[config.mk]
export PLATFORM = sky130hd
export DESIGN_NAME = apb_slave_mem
export DESIGN_NICKNAME = d
export VERILOG_FILES = /design/src/rtl/apb_pkg.sv /design/src/rtl/apb_slave_regfile.sv /design/src/rtl/apb_slave_mem.sv
export SDC_FILE = /design/constraint.sdc
export NUM_CORES = 1
export LEC_CHECK = 0
export BUFFER_PORTS_ARGS = -buffer_cell sky130_fd_sc_hd__buf_4
export CAP_MARGIN = 25
export CORE_AREA = 2 2 208 210
export DETAILED_ROUTE_END_ITERATION = 12
export DIE_AREA = 0 0 210 212
export GPL_ROUTABILITY_DRIVEN = 0
export HOLD_SLACK_MARGIN = 0.15
export PLACE_DENSITY = 0.72
export SLEW_MARGIN = 20
export SYNTH_ARGS = -nofsm -noshare
export SYNTH_HDL_FRONTEND = slang
export SYNTH_SLANG_ARGS = --single-unit
[constraint.sdc]
create_clock -name pclk -period 2.95 [get_ports pclk]
set_input_delay 0.59 -clock pclk [delete_from_list [all_inputs] [get_ports pclk]]
set_output_delay 0.59 -clock pclk [all_outputs]
set_load 0.01 [all_outputs]
[src/rtl/apb_pkg.sv]
// apb_pkg: shared APB widths, wait-counter width and completer state encoding
package apb_pkg;
  localparam int DEF_ADDR_W = 8;
  localparam int DEF_DATA_W = 8;
  localparam int CNT_W      = 4;
  typedef enum logic {IDLE = 1'b0, ACCESS = 1'b1} state_e;
endpackage

[src/rtl/apb_slave_regfile.sv]
// apb_slave_regfile: DEPTH x DATA_W storage, synchronous write, asynchronous read, async clear
module apb_slave_regfile #(
  parameter int DEPTH  = 64,
  parameter int DATA_W = 8,
  parameter int IW     = 6
) (
  input  logic              pclk,
  input  logic              presetn,
  input  logic              we_i,
  input  logic [IW-1:0]     waddr_i,
  input  logic [DATA_W-1:0] wdata_i,
  input  logic [IW-1:0]     raddr_i,
  output logic [DATA_W-1:0] rdata_o
);
  logic [DATA_W-1:0] mem_q [DEPTH];
  assign rdata_o = mem_q[raddr_i];
  // storage: whole array cleared on reset, one word written per enabled edge
  always_ff @(posedge pclk or negedge presetn)
    if (!presetn) mem_q <= '{default: '0};
    else if (we_i) mem_q[waddr_i] <= wdata_i;
endmodule

[src/rtl/apb_slave_mem.sv]
// apb_slave_mem: APB completer with fixed wait states and out-of-range error response
module apb_slave_mem import apb_pkg::*; #(
  parameter int ADDR_W      = DEF_ADDR_W,
  parameter int DATA_W      = DEF_DATA_W,
  parameter int DEPTH       = 64,
  parameter int WAIT_CYCLES = 1
) (
  input  logic              pclk,
  input  logic              presetn,
  input  logic              psel,
  input  logic              penable,
  input  logic              pwrite,
  input  logic [ADDR_W-1:0] padd,
  input  logic [DATA_W-1:0] pwdata,
  output logic [DATA_W-1:0] prdata,
  output logic              pready,
  output logic              pslverr
);
  localparam int IW = DEPTH > 1 ? $clog2(DEPTH) : 1;
  state_e            state_q, state_d;
  logic [CNT_W-1:0]  cnt_q, cnt_d;
  logic [ADDR_W-1:0] addr_q, addr_d, rd_addr;
  logic              write_q, write_d, err_q, rd_err, we;
  logic [DATA_W-1:0] prdata_q, prdata_d, rdata, rd_val;
  // read address is padd on the setup edge (zero-wait reads) and the latched address afterwards
  assign rd_addr = state_q == IDLE ? padd : addr_q;
  assign rd_err  = int'(rd_addr) >= DEPTH;
  assign rd_val  = rd_err ? '0 : rdata;
  assign err_q   = int'(addr_q) >= DEPTH;
  assign pready  = state_q == ACCESS && cnt_q == '0;
  assign pslverr = pready && err_q;
  assign prdata  = prdata_q;
  apb_slave_regfile #(.DEPTH(DEPTH), .DATA_W(DATA_W), .IW(IW)) u_rf (
    .pclk    (pclk),
    .presetn (presetn),
    .we_i    (we),
    .waddr_i (addr_q[IW-1:0]),
    .wdata_i (pwdata),
    .raddr_i (rd_addr[IW-1:0]),
    .rdata_o (rdata)
  );
  // state, counter, latched request and read data registers
  always_ff @(posedge pclk or negedge presetn)
    if (!presetn) begin
      state_q  <= IDLE;
      cnt_q    <= '0;
      addr_q   <= '0;
      write_q  <= 1'b0;
      prdata_q <= '0;
    end else begin
      state_q  <= state_d;
      cnt_q    <= cnt_d;
      addr_q   <= addr_d;
      write_q  <= write_d;
      prdata_q <= prdata_d;
    end
  // next state: accept setup, count wait states, commit or abort; read data loads as pready rises
  always_comb begin
    state_d  = state_q;
    cnt_d    = cnt_q;
    addr_d   = addr_q;
    write_d  = write_q;
    prdata_d = prdata_q;
    we       = 1'b0;
    if (state_q == IDLE) begin
      if (psel && !penable) begin
        state_d = ACCESS;
        addr_d  = padd;
        write_d = pwrite;
        cnt_d   = CNT_W'(WAIT_CYCLES);
        if (WAIT_CYCLES == 0 && !pwrite) prdata_d = rd_val;
      end
    end else if (!psel) state_d = IDLE;
    else if (penable && pready) begin
      state_d = IDLE;
      we      = write_q && !err_q;
    end else if (penable) begin
      cnt_d = cnt_q - CNT_W'(1);
      if (cnt_q == CNT_W'(1) && !write_q) prdata_d = rd_val;
    end
  end
endmodule

# After elaboration in Yosys (flattened, before gate mapping)
# Index checks and enable logic that the tools add are counted.
# totals
output_inout_bits	10
inputBits	21
reg_bits	534
# classes
n_reduce_logical	15
n_bitwise	4
eq_ne	4
n_lt_le_gt_ge	5
muxes	20
addsub	1
# op_table
operator	count
$bwmux W512	1
$bmux W8 S6	1
$demux W8 S6	1
$mux W8	5
$mux W4	5
$ge A8 B7 Y1 const B	2
$ge A7 B7 Y1 const B	2
$not A6 Y7	2
$logic_and A1 B1 Y1	7
$lt A7 B1 Y1 const B	1
$mux W1	7
$ne A2 B2 Y1 const B	3
$reduce_and A5 Y1	1
$eq A4 B1 Y1 const B	1
$logic_not A4 Y1	1
$reduce_and A4 Y1	1
$sub A4 B1 Y4 const B	1
$logic_not A1 Y1	3
$not A1 Y1	2
$reduce_and A2 Y1	1
$reduce_bool A2 Y1	1

# Logic depth before layout (Yosys ltp)
# Gate-level depths: netlist of run 1.
# depth
word_depth	6
depth_mapped	11
ltp_nobuf	9

# Hierarchy
# A second synthesis of run 1 with hierarchy kept.
# hier_totals
cells_unflattened	1605
hier_area_um2	24733.7
# modules_own_cells
module	seq_area_each_um2	instances	area_each_um2	cells_per_inst
apb_slave_regfile	12812.3	1	23608.9	1500
apb_slave_mem	550.5	1	1124.8	105

# Worst setup path after synthesis of run 1
# No wires, ideal clock.
# synth_path
kind	register -> register
startpoint	reg cnt_q[0]
endpoint	reg u_rf.mem_q[128] (netlist name)
setup_ns	0.125
arrival_ns	2.425
required_time_ns	2.825
setup_slack_ns	0.400
stages_incl_launch_ff	10
path_cell_list	dfrtp_1 > inv_1 > ha_1 > nand2b_4 > nor3b_2 > nand4_1 > nor2_1 > nand3_2 > nor2_4 > mux2_2
# synth_between
elab_chain_cells	6
# synth_rtl
element	line	source
start: declaration	apb_slave_mem.sv:21	logic [CNT_W-1:0] cnt_q, cnt_d;
start signal: assignment	apb_slave_mem.sv:52	cnt_q <= cnt_d;
$logic_not A4 Y1	apb_slave_mem.sv:30	assign pready = state_q == ACCESS && cnt_q == '0;
$logic_and A1 B1 Y1	apb_slave_mem.sv:30	
net pready	apb_slave_mem.sv:16	output logic pready,
$logic_and A1 B1 Y1	apb_slave_mem.sv:74	else if (penable && pready) begin
$mux W1	apb_slave_mem.sv:74	
$mux W1	apb_slave_mem.sv:73	end else if (!psel) state_d = IDLE;
$mux W1	apb_slave_mem.sv:65	if (state_q == IDLE) begin
end signal: indexed assignment	apb_slave_regfile.sv:20	else if (we_i) mem_q[waddr_i] <= wdata_i;
end: declaration	apb_slave_regfile.sv:15	logic [DATA_W-1:0] mem_q [DEPTH];
# The timed path passes the listed nets, and every way through them passes these cells.
# A chain may end at the register's enable or synchronous reset.

# Final worst setup path of run 1
# layout_path
startpoint	reg state_q
endpoint	reg prdata_q[3], in the netlist prdata[3]
# layout_between
elab_chain_cells	6
elab_cells_between_ends	11
# layout_rtl
element	line	source
start: declaration	apb_slave_mem.sv:20	state_e state_q, state_d;
start signal: assignment	apb_slave_mem.sv:51	state_q <= state_d;
$mux W8	apb_slave_mem.sv:26	assign rd_addr = state_q == IDLE ? padd : addr_q;
$not A6 Y7 (implied by the code)	apb_slave_regfile.sv:16	assign rdata_o = mem_q[raddr_i];
$bmux W8 S6	apb_slave_regfile.sv:16	
$mux W8 (implied by the code) (2 in a row)	apb_slave_regfile.sv:16	
$mux W8	apb_slave_mem.sv:28	assign rd_val = rd_err ? '0 : rdata;
end signal: assignment	apb_slave_mem.sv:55	prdata_q <= prdata_d;
end: declaration	apb_slave_mem.sv:24	logic [DATA_W-1:0] prdata_q, prdata_d, rdata, rd_val;
# Parallel ways exist; a longest one is shown, timed or not. The select of a mux whose other input is x is not followed.

==> qor.csv, run 1 <==
stage;metric;value;unit
outcome;outcome;complete, no violations;
sta;setup_violations;0;
setup_path;cp-start-kind;flip-flop;
clock_tree;root_buffer;clkbuf_16;
global_routing;grt_pass1_vias;17836;
hold_path;hold_class;primary input to flip-flop;
drt;vias_per_cell;6.40;
logic_synthesis;ys_async_sr_fraction;100;%
global_routing;grt_usage;31.6;%
layout;layout_common_cells;dfrtp_1 (533), mux2_2 (508), nand2_1 (394), nand3_1 (185), buf_4 (105);
sta;rsz0062_at_grt;true;
floorplan;fp-row-count;76;
sta;fin_crit;2870;ps
clock_tree;post_cts_buffers;0;
sta;period_share;97.3;%
logic_synthesis;synth_edf_count;0;
sta;hold_viol_final;0;
setup_path;setup.worst_path.class;flip-flop to flip-flop;
drt;totalWireLength;68500;um
setup_path;cp-end-kind;flip-flop;
floorplan;start_util;59.2;%
drt;drcViolationCount;0;
drt;vias;17521;
global_routing;grt_pass1_wl;107000;um
clock_tree;clk_latency;610;ps
floorplan;io_pins;31;
sta;finalMaxSlewViolations;0;
power;ir_drop;0.491;mV
setup_path;crit_fanout;30;
logic_synthesis;yosysUniqueCellTypes;58;
floorplan;die_h;212;um
floorplan;coreArea;0.0425;sq mm
power;power_density;602;mW/mm^2
logic_synthesis;synth_seq_cells;534;
clock_tree;clk_pin_slew;60;ps
floorplan;die_w;210;um
logic_synthesis;synth_nets;2134;
clock_tree;cts_buffer_depth;3;
layout;final_common_cell;dfrtp_1;
layout;area_growth;13.4;%
clock_tree;htree_levels;2;
sta;worst-slew-pin-transition;865;ps
clock_tree;cts_tree;done;
global_routing;grt_start_max_net_pins;76;
floorplan;die-area;0.0445;sq mm
logic_synthesis;synth_top_flop_cell;dfrtp_1;
global_routing;grt-ovfl-total;0;
setup_path;critPathRequiredTime;3430;ps
sta;fin_tns_setup;0;ps
logic_synthesis;syn_inst;2111;
placement;portBuffers;30;
drt;dr.pass1.iters;5;
sta;timing.slew.headroom;42.3;%
layout;fillers;3111;
drt;ant_nets;0;
hold_path;whs_path_depth;2;
global_routing;antenna_found_initial;0;
flow_run;drv_cap;0;
drt;drt-initial-drc-count;1755;
logic_synthesis;synth_area_per_cell;11.9;sq um
clock_tree;cts-buffers-inserted;55;
layout;drive_gt1_share;37.6;%
clock_tree;cts_sinks;534;
sta;max_freq;348;MHz
layout;final_nets;2167;
setup_path;ff2ff_path_depth;8;
sta;clock_skew;13.5;ps
logic_synthesis;syn_area;0.0252;sq mm
logic_synthesis;ys.warnings.count;0;
placement;dp_hpwl;42800;um
drt;avgRoutedWirePerCell;25.0;um
setup_path;crit_arrival;3350;ps
logic_synthesis;yosysSeqAreaShare;53.1;%
layout;post-route-util;67.1;%
power;cellLeakagePower;13.7;nW
flip-flops by register name, summed over array words and instances, names as in the netlist:
register / count
prdata: 8
u_rf.mem_q: 512
write_q: 1
state_q: 1
cnt_q: 4
addr_q: 8
synthesized netlist by cell type (4+ instances only):
cell,instances,area (sq um)
nand2_1,394,1480
buf_1,17,63.8
buf_2,26,130
nand2b_1,8,50.1
and2_1,5,31.3
dfrtp_1,534,13400
nand4_1,12,75.1
nor2_2,24,150
nand3_1,185,926
mux2_2,509,5730
buf_4,4,30.0
a22o_1,9,78.8
mux2_1,13,146
inv_1,8,30.0
clkbuf_1,104,390
and3_1,4,25.0
nor3_1,9,45.0
mux2i_1,15,150
a32oi_1,5,43.8
a32o_1,4,40.0
a21oi_1,42,210
o22ai_1,11,68.8
nand2_4,8,90.1
mux4_2,41,923
a22oi_1,6,45.0
nor2_1,16,60.1
nor2b_1,10,62.6
a211oi_1,7,52.6
a311oi_1,6,52.6
nor2_4,8,90.1
o2111ai_1,11,96.3
o21ai_0,23,115
cells by family (layout without fill, tap and decap cells):
group	Yosys count	in the layout	synth area share [%]
AND/OR/NAND/NOR	697	697	12.8
multiplexers	579	579	27.7
flip-flops	534	534	53.1
buffers and inverters	159	237	2.56
AO/OA/AOI/OAI	140	140	3.74
adder cells (fa/ha/maj)	2	2	0.0995
other	0	1	0
worst paths after layout:
check	to	start	slack, ps
worst max-delay path	prdata[3]	state_q	80
worst min-delay path	state_q	penable	200
worst max register to register	prdata[3]	state_q	80
worst min register to register	u_rf.mem_q[505]	u_rf.mem_q[505]	490
max in group asynchronous	state_q	presetn	1520
min in group asynchronous	u_rf.mem_q[383]	presetn	580
area by class of cell:
class	instances	area [sq um]	area share (%)
diodes	1	2.50	0.00877
clock buffers	78	1650	5.77
clock inverters	24	370	1.30
inverters	8	30.0	0.105
multi-input cells	1418	11200	39.3
flip-flops and latches	534	13400	46.8
well taps	546	683	2.39
repair buffers	127	1210	4.25
what timing repair did:
item / CTS / global route
hold endpoints to repair: 62 / 0
gates resized for setup: 0 / 4
endpoints found under the setup margin: 0 / 28
hold buffers: 1 / 0
critical path: stages (launching register included):
cell and delay [ps]:
dfrtp_2 500, mux2_8 520, buf_4 400, mux2i_1 280, mux2i_1 140, o2111ai_1 350
nand4_1 130, a21oi_1 310, a311oi_1 90
through the flow:
step	cells	power, mW	area [sq um]	worst slack, ps	hold WS [ps]
2_1_floorplan	2111	8.65	25200	400	294
3_3_place_gp	2632	9.58	26500	38.4	474
3_5_place_dp	2632	9.61	26500	23.9	482
4_1_cts	2735	17.2	28500	57.5	167
5_1_grt	2735	17.7	28500	-8.42	189
6_report	2736	17.2	28500	79.7	195
where the power goes:
| part | switching, mW | internal, mW | leakage (nW) |
|---|---|---|---|
| Clock | 2.94 | 4.74 | 1.01 |
| Combinational | 1.44 | 0.611 | 5.23 |
| Sequential | 0.0741 | 7.39 | 7.44 |
| Total | 4.45 | 12.7 | 13.7 |
layer usage:
layer  part of all wire, %  global-route usage [%]  up-vias
li1                      -                       -     7555
met1                    42                    42.5     9147
met2                    47                    50.4      638
met3                   6.7                    6.13      181
met4                   4.5                    14.1        0
met5                     0                       0        -
(Power assumes the default switching activity.)
==> run 2: changes to the inputs <==
--- a/config.mk
+++ b/config.mk
@@ -7,12 +7,12 @@
 export LEC_CHECK = 0
 export BUFFER_PORTS_ARGS = -buffer_cell sky130_fd_sc_hd__buf_4
 export CAP_MARGIN = 25
-export CORE_AREA = 2 2 208 210
+export CORE_AREA = 2 2 240 242
 export DETAILED_ROUTE_END_ITERATION = 12
-export DIE_AREA = 0 0 210 212
+export DIE_AREA = 0 0 242 244
 export GPL_ROUTABILITY_DRIVEN = 0
 export HOLD_SLACK_MARGIN = 0.15
-export PLACE_DENSITY = 0.72
+export PLACE_DENSITY = 0.58
 export SLEW_MARGIN = 20
 export SYNTH_ARGS = -nofsm -noshare
 export SYNTH_HDL_FRONTEND = slang
==> constraint.sdc (replaced) <==
create_clock -name pclk -period 2.45 [get_ports pclk]
set_input_delay 0.49 -clock pclk [delete_from_list [all_inputs] [get_ports pclk]]
set_output_delay 0.49 -clock pclk [all_outputs]
set_load 0.01 [all_outputs]
==> run 2 against run 1 <==
  * The run now ends with setup timing left
  * Clock skew grew 3.0 ps
  * Global-route usage down 5.9 points
  * Via count up 1.9%
==> qor.csv, run 2 (synthesis results as in run 1) <==
stage;metric;value;unit;change
placement;pre_cts_slack;-404;ps;-428 ps
global_routing;grt-ovfl-total;0;;unchanged
global_routing;grt_pass1_vias;18506;;+3.8%
setup_path;crit_arrival;3000;ps;-350 ps
setup_path;critPathRequiredTime;2970;ps;-460 ps
drt;drt-initial-drc-count;1262;;-28%
placement;post_dp_cell_area;0.0283;sq mm;+7.0%
drt;vias_per_cell;5.75;;-10%
layout;drive_gt1_share;44.8;%;+7.2 points
sta;fin_crit;2490;ps;-384 ps
floorplan;die_h;244;um;+15%
power;ir_drop;0.669;mV;+36%
floorplan;coreArea;0.0562;sq mm;+32%
layout;layout.area.seq;0.0134;sq mm;unchanged
sta;timing.slew.headroom;40.7;%;-1.7 points
floorplan;start_util;44.8;%;-14 points
global_routing;grt_usage;25.7;%;-5.9 points
setup_path;cp-start-kind;flip-flop;;
outcome;outcome;complete, but fails checks;;
setup_path;cp-end-kind;flip-flop;;
layout;design_area;0.0319;sq mm;+12%
global_routing;grt_pass1_wl;116000;um;+8.5%
drt;avgRoutedWirePerCell;24.6;um;-1.9%
layout;area_growth;27.0;%;
placement;portBuffers;30;;unchanged
clock_tree;cts_sinks;534;;unchanged
setup_path;setup.worst_path.class;flip-flop to flip-flop;;
hold_path;hold_class;primary input to flip-flop;;
floorplan;fp-row-count;87;;+14%
clock_tree;cts-buffers-inserted;57;;+3.6%
drt;vias;17846;;+1.9%
clock_tree;root_buffer;clkbuf_16;;
setup_path;r2r_slack;-40;ps;-120 ps
sta;finalMaxSlewViolations;0;;unchanged
sta;worst-slew-pin-transition;890;ps;+24.8 ps
layout;multiInputGateArea;0.0121;sq mm;+8.2%
sta;hold_viol_final;0;;unchanged
power;power_density;690;mW/mm^2;+14%
clock_tree;htree_levels;2;;unchanged
drt;ant_nets;0;;unchanged
layout;largest-register;u_rf.mem_q;;
sta;holdWs;178;ps;-17.4 ps
clock_tree;cts_tree;done;;
placement;dpl.cell_count;2968;;+13%
setup_path;crit_fanout;11;;-63%
sta;fin_tns_setup;-88.6;ps;-88.6 ps
layout;final_nets;2323;;+7.2%
floorplan;die-area;0.0590;sq mm;+33%
outcome;violations;setup timing;;
flow_run;drv_cap;0;;unchanged
layout;fillers;4703;;+51%
floorplan;io_pins;31;;unchanged
layout;final_common_cell;dfrtp_1;;
sta;clock_skew;16.5;ps;+3.00 ps
floorplan;die_w;242;um;+15%
layout;diodes;0;;-1
power;cellLeakagePower;14.9;nW;+9.2%
layout;largest_reg_flops;512;;unchanged
global_routing;grt_start_max_net_pins;96;;+26%
layout;final_cells;3105;;+13%
sta;period_share;101;%;+4.2 points
placement;dp_hpwl;50200;um;+17%
sta;setup_violations;4;;+4
sta;max_freq;402;MHz;+15%
drt;totalWireLength;76300;um;+11%
layout;layout_common_cells;dfrtp_1 (533), mux2_2 (413), nand2_1 (388), nand3_1 (185), buf_4 (160);;
clock_tree;clk_latency;630;ps;+20 ps
clock_tree;clk_pin_slew;60;ps;about the same
sta;fin_ws;-36.1;ps;-116 ps
sta;rsz0062_at_grt;true;;
drt;drcViolationCount;0;;unchanged
drt;dr.pass1.iters;7;;+2
global_routing;antenna_found_initial;0;;unchanged
clock_tree;cts_buffer_depth;3;;unchanged
run 2: final timing paths:
| path | from | to | cells past startpoint |
|---|---|---|---|
| min | padd[5] | addr_q[5] | 2 |
| max in group asynchronous | presetn | u_rf.mem_q[389] | 4 |
| min in group asynchronous | presetn | u_rf.mem_q[492] | 2 |
| min reg2reg | u_rf.mem_q[498] | u_rf.mem_q[498] | 1 |
| max | state_q | prdata[7] | 10 |
| max reg2reg | state_q | prdata[7] | 10 |
run 2: cell type report:
cell class,count,area share (%)
Inverter,8,0.0940
Clock buffer,68,4.91
Tap cell,756,2.96
Timing Repair Buffer,281,10.4
Multi-Input combinational cell,1418,38.0
Clock inverter,40,1.82
Sequential cell,534,41.8
run 2: repair_timing:
action                                 CTS  global route
buffers inserted                         7            14
gates cloned                             1             3
endpoints found under the hold margin  152             0
resized for setup                       55           208
pin swaps                                9            45
hold buffers                             5             0
setup endpoints to repair              314           377
run 2: per-layer routing:
metal / vias up / share of wire (%) / track usage [%]
li1: 7857 / - / -
met1: 9381 / 44 / 34.3
met2: 474 / 48 / 42.1
met3: 134 / 5.0 / 4.65
met4: 0 / 3.3 / 9.06
met5: - / 0 / 0
run 2: critical path, stage by stage (launching register included):
cell      delay [ps]
dfrtp_2          460
buf_12           150
buf_4            100
buf_4            170
nor2_2            80
a21oi_1          280
buf_4            280
nand4_1          220
o21ai_2          170
nand2_1          170
a211oi_1         300
run 2: where the power goes:
group | leakage (nW) | total [mW] | internal (mW) | switching (mW)
Combinational | 6.44 | 3.23 | 1.19 | 2.04
Sequential | 7.44 | 8.98 | 8.90 | 0.0892
Clock | 1.06 | 9.82 | 6.05 | 3.77
Total | 14.9 | 22.0 | 16.1 | 5.90
run 2: stage by stage:
stage / util, % / total power [mW]
global route: 56.9 / 22.8
floorplan: - / 10.4
detailed placement: 50.5 / 12.0
CTS: 55.0 / 21.9
finish: 56.9 / 22.0
global placement: 50.5 / 11.9
==> run 3: changes to the inputs <==
==> constraint.sdc (replaced) <==
create_clock -name pclk -period 2.07 [get_ports pclk]
set_input_delay 0.414 -clock pclk [delete_from_list [all_inputs] [get_ports pclk]]
set_output_delay 0.414 -clock pclk [all_outputs]
set_load 0.01 [all_outputs]
==> run 3 against run 2 <==
  * The run still ends with setup timing left
  * Largest cell class unchanged
  * Final cell count rose by 1.2%
  * Combinational power rose by 28%
  * Non-clock buffer count rose by 41
  * Largest power group unchanged
  * Critical path depth rose by 1
  * First-iteration DRC count rose by 13%
==> qor.csv, run 3 (synthesis results as in run 1) <==
stage;metric;value;unit;change
outcome;outcome;complete, but fails checks;;
outcome;violations;setup timing;;
global_routing;grt_start_max_net_pins;135;;+41%
power;power_density;767;mW/mm^2;+11%
hold_path;hold_class;primary input to flip-flop;;
clock_tree;root_buffer;clkbuf_16;;
floorplan;start_util;44.8;%;unchanged
global_routing;grt_pass1_wl;120000;um;+3.3%
clock_tree;clk_latency;620;ps;about the same
setup_path;cp-end-kind;flip-flop;;
setup_path;r2r_slack;-380;ps;-340 ps
layout;final_cells;3142;;+1.2%
setup_path;crit_chain;buf_12 > mux2i_4 > buf_12 > buf_16 > nand2_1 > nand3_1 > o2111ai_2 > o21ai_1 > buf_4 > a211oi_1 > a211oi_1;;
layout;fillers;4529;;-3.7%
drt;vias_per_cell;5.75;;about the same
global_routing;grt_pass1_vias;18855;;+1.9%
sta;worst-slew-pin-transition;1070;ps;+182 ps
sta;period_share;118;%;+17 points
setup_path;critPathRequiredTime;2590;ps;-380 ps
layout;largest_reg_flops;512;;unchanged
floorplan;io_pins;31;;unchanged
setup_path;setup.worst_path.class;flip-flop to flip-flop;;
floorplan;fp-row-count;87;;unchanged
global_routing;top_usage_layer;met2;;
sta;timing.slew.headroom;28.3;%;-12 points
sta;rsz0062_at_grt;true;;
placement;dp_hpwl;49200;um;-2.1%
sta;fin_ws;-376;ps;-340 ps
global_routing;grtUsageMet2;42.1;%;about the same
drt;drt-initial-drc-count;1425;;+13%
setup_path;cp-start-kind;flip-flop;;
placement;portBuffers;30;;unchanged
global_routing;grt_usage;26.6;%;+0.99 points
drt;ant_nets;0;;unchanged
drt;drcViolationCount;0;;unchanged
setup_path;cpPeakStageDelay;510;ps;+50 ps
clock_tree;htree_levels;2;;unchanged
clock_tree;cts_sinks;534;;unchanged
power;cellLeakagePower;15.3;nW;+2.6%
floorplan;die_w;242;um;unchanged
layout;drive_gt1_share;47.1;%;+2.3 points
setup_path;crit_fanout;36;;+25
global_routing;grt-ovfl-total;0;;unchanged
power;total_power;25.5;mW;+16%
setup_path;cp_num_buf_inv;4;;unchanged
drt;totalWireLength;77700;um;+1.9%
drt;avgRoutedWirePerCell;24.7;um;+0.71%
layout;final_common_cell;dfrtp_1;;
setup_path;worst_path_max_delay_cell;dfrtp_2;;
floorplan;coreArea;0.0562;sq mm;unchanged
floorplan;die_h;244;um;unchanged
global_routing;use_met3;5.41;%;+0.76 points
placement;pre_cts_slack;-620;ps;-216 ps
setup_path;crit_family;buffers and inverters;;
flow_run;drv_cap;0;;unchanged
power;ir_drop;0.711;mV;+6.4%
sta;setup_violations;522;;+518
floorplan;die-area;0.0590;sq mm;unchanged
clock_tree;cts_tree;done;;
layout;largest-register;u_rf.mem_q;;
placement;dpl.cell_count;3002;;+1.1%
setup_path;crit_arrival;2970;ps;-30 ps
drt;vias;18054;;+1.2%
layout;layout_common_cells;dfrtp_1 (533), nand2_1 (366), mux2_4 (273), mux2_2 (250), buf_4 (192);;
layout;area_growth;32.3;%;
sta;fin_crit;2450;ps;-39.6 ps
clock_tree;cts_buffer_depth;3;;unchanged
sta;max_freq;409;MHz;+1.6%
sta;finalMaxSlewViolations;0;;unchanged
layout;diodes;0;;unchanged
sta;hold_viol_final;0;;unchanged
clock_tree;clk_pin_slew;60;ps;about the same
sta;clock_skew;19.4;ps;+2.95 ps
global_routing;use_met1;37.2;%;+2.9 points
global_routing;antenna_found_initial;1;;+1
clock_tree;cts-buffers-inserted;57;;unchanged
layout;final_nets;2365;;+1.8%
drt;dr.pass1.iters;5;;-2
[run 3: repair_timing]
item                                    CTS  global route
pin swaps                                44            20
setup buffers                            25            10
hold endpoints to repair                406             0
resized for setup                       360            43
hold buffers                              6             0
endpoints found under the setup margin  522           522
cloned                                    4             1
[run 3: worst paths after layout]
kind	start	end	cells past startpoint
setup reg to reg	state_q	prdata[7]	11
min in group asynchronous	presetn	u_rf.mem_q[190]	2
hold / removal	penable	state_q	3
setup / recovery	state_q	prdata[7]	11
hold reg to reg	u_rf.mem_q[33]	u_rf.mem_q[33]	1
max in group asynchronous	presetn	u_rf.mem_q[497]	3
[run 3: area by class of cell]
type	instances	area [sq um]	share of cell area, %
Inverter	8	30.0	0.0902
Timing Repair Buffer	322	3740	11.2
Clock inverter	22	278	0.835
Sequential cell	534	13400	40.2
Tap cell	756	946	2.84
Clock buffer	81	1710	5.14
Multi-Input combinational cell	1419	13200	39.7
[run 3: report_power, final]
part	leakage [nW]	switching [mW]	internal [mW]	total, mW
Clock	0.976	4.30	6.46	10.8
Combinational	6.91	2.53	1.61	4.14
Sequential	7.44	0.0824	10.5	10.6
Total	15.3	6.91	18.6	25.5
[run 3: stage by stage]
| stage | hold slack, ps | instance area (sq um) | setup TNS [ps] | utilization, % |
|---|---|---|---|---|
| after floorplan | 118 | 25700 | -165630 | - |
| after global placement | 285 | 29100 | -160990 | 51.8 |
| after detailed placement | 293 | 29100 | -169620 | 51.8 |
| after CTS | 157 | 33000 | -127410 | 58.7 |
| after global routing | 170 | 33300 | -204170 | 59.2 |
| final | 193 | 33300 | -137950 | 59.2 |
[run 3: layer usage]
layer	share of wire (%)	up-vias
met4	3.1	2
met5	0.017	-
met1	45	9477
met3	5.7	121
li1	-	7944
met2	47	510
[run 3: worst register-to-register path, cell delays in order, from the launching register on]
cell and delay [ps]:
dfrtp_2 510, buf_12 170, mux2i_4 310, buf_12 200
buf_16 220, nand2_1 130, nand3_1 130, o2111ai_2 160
o21ai_1 150, buf_4 140, a211oi_1 40, a211oi_1 200
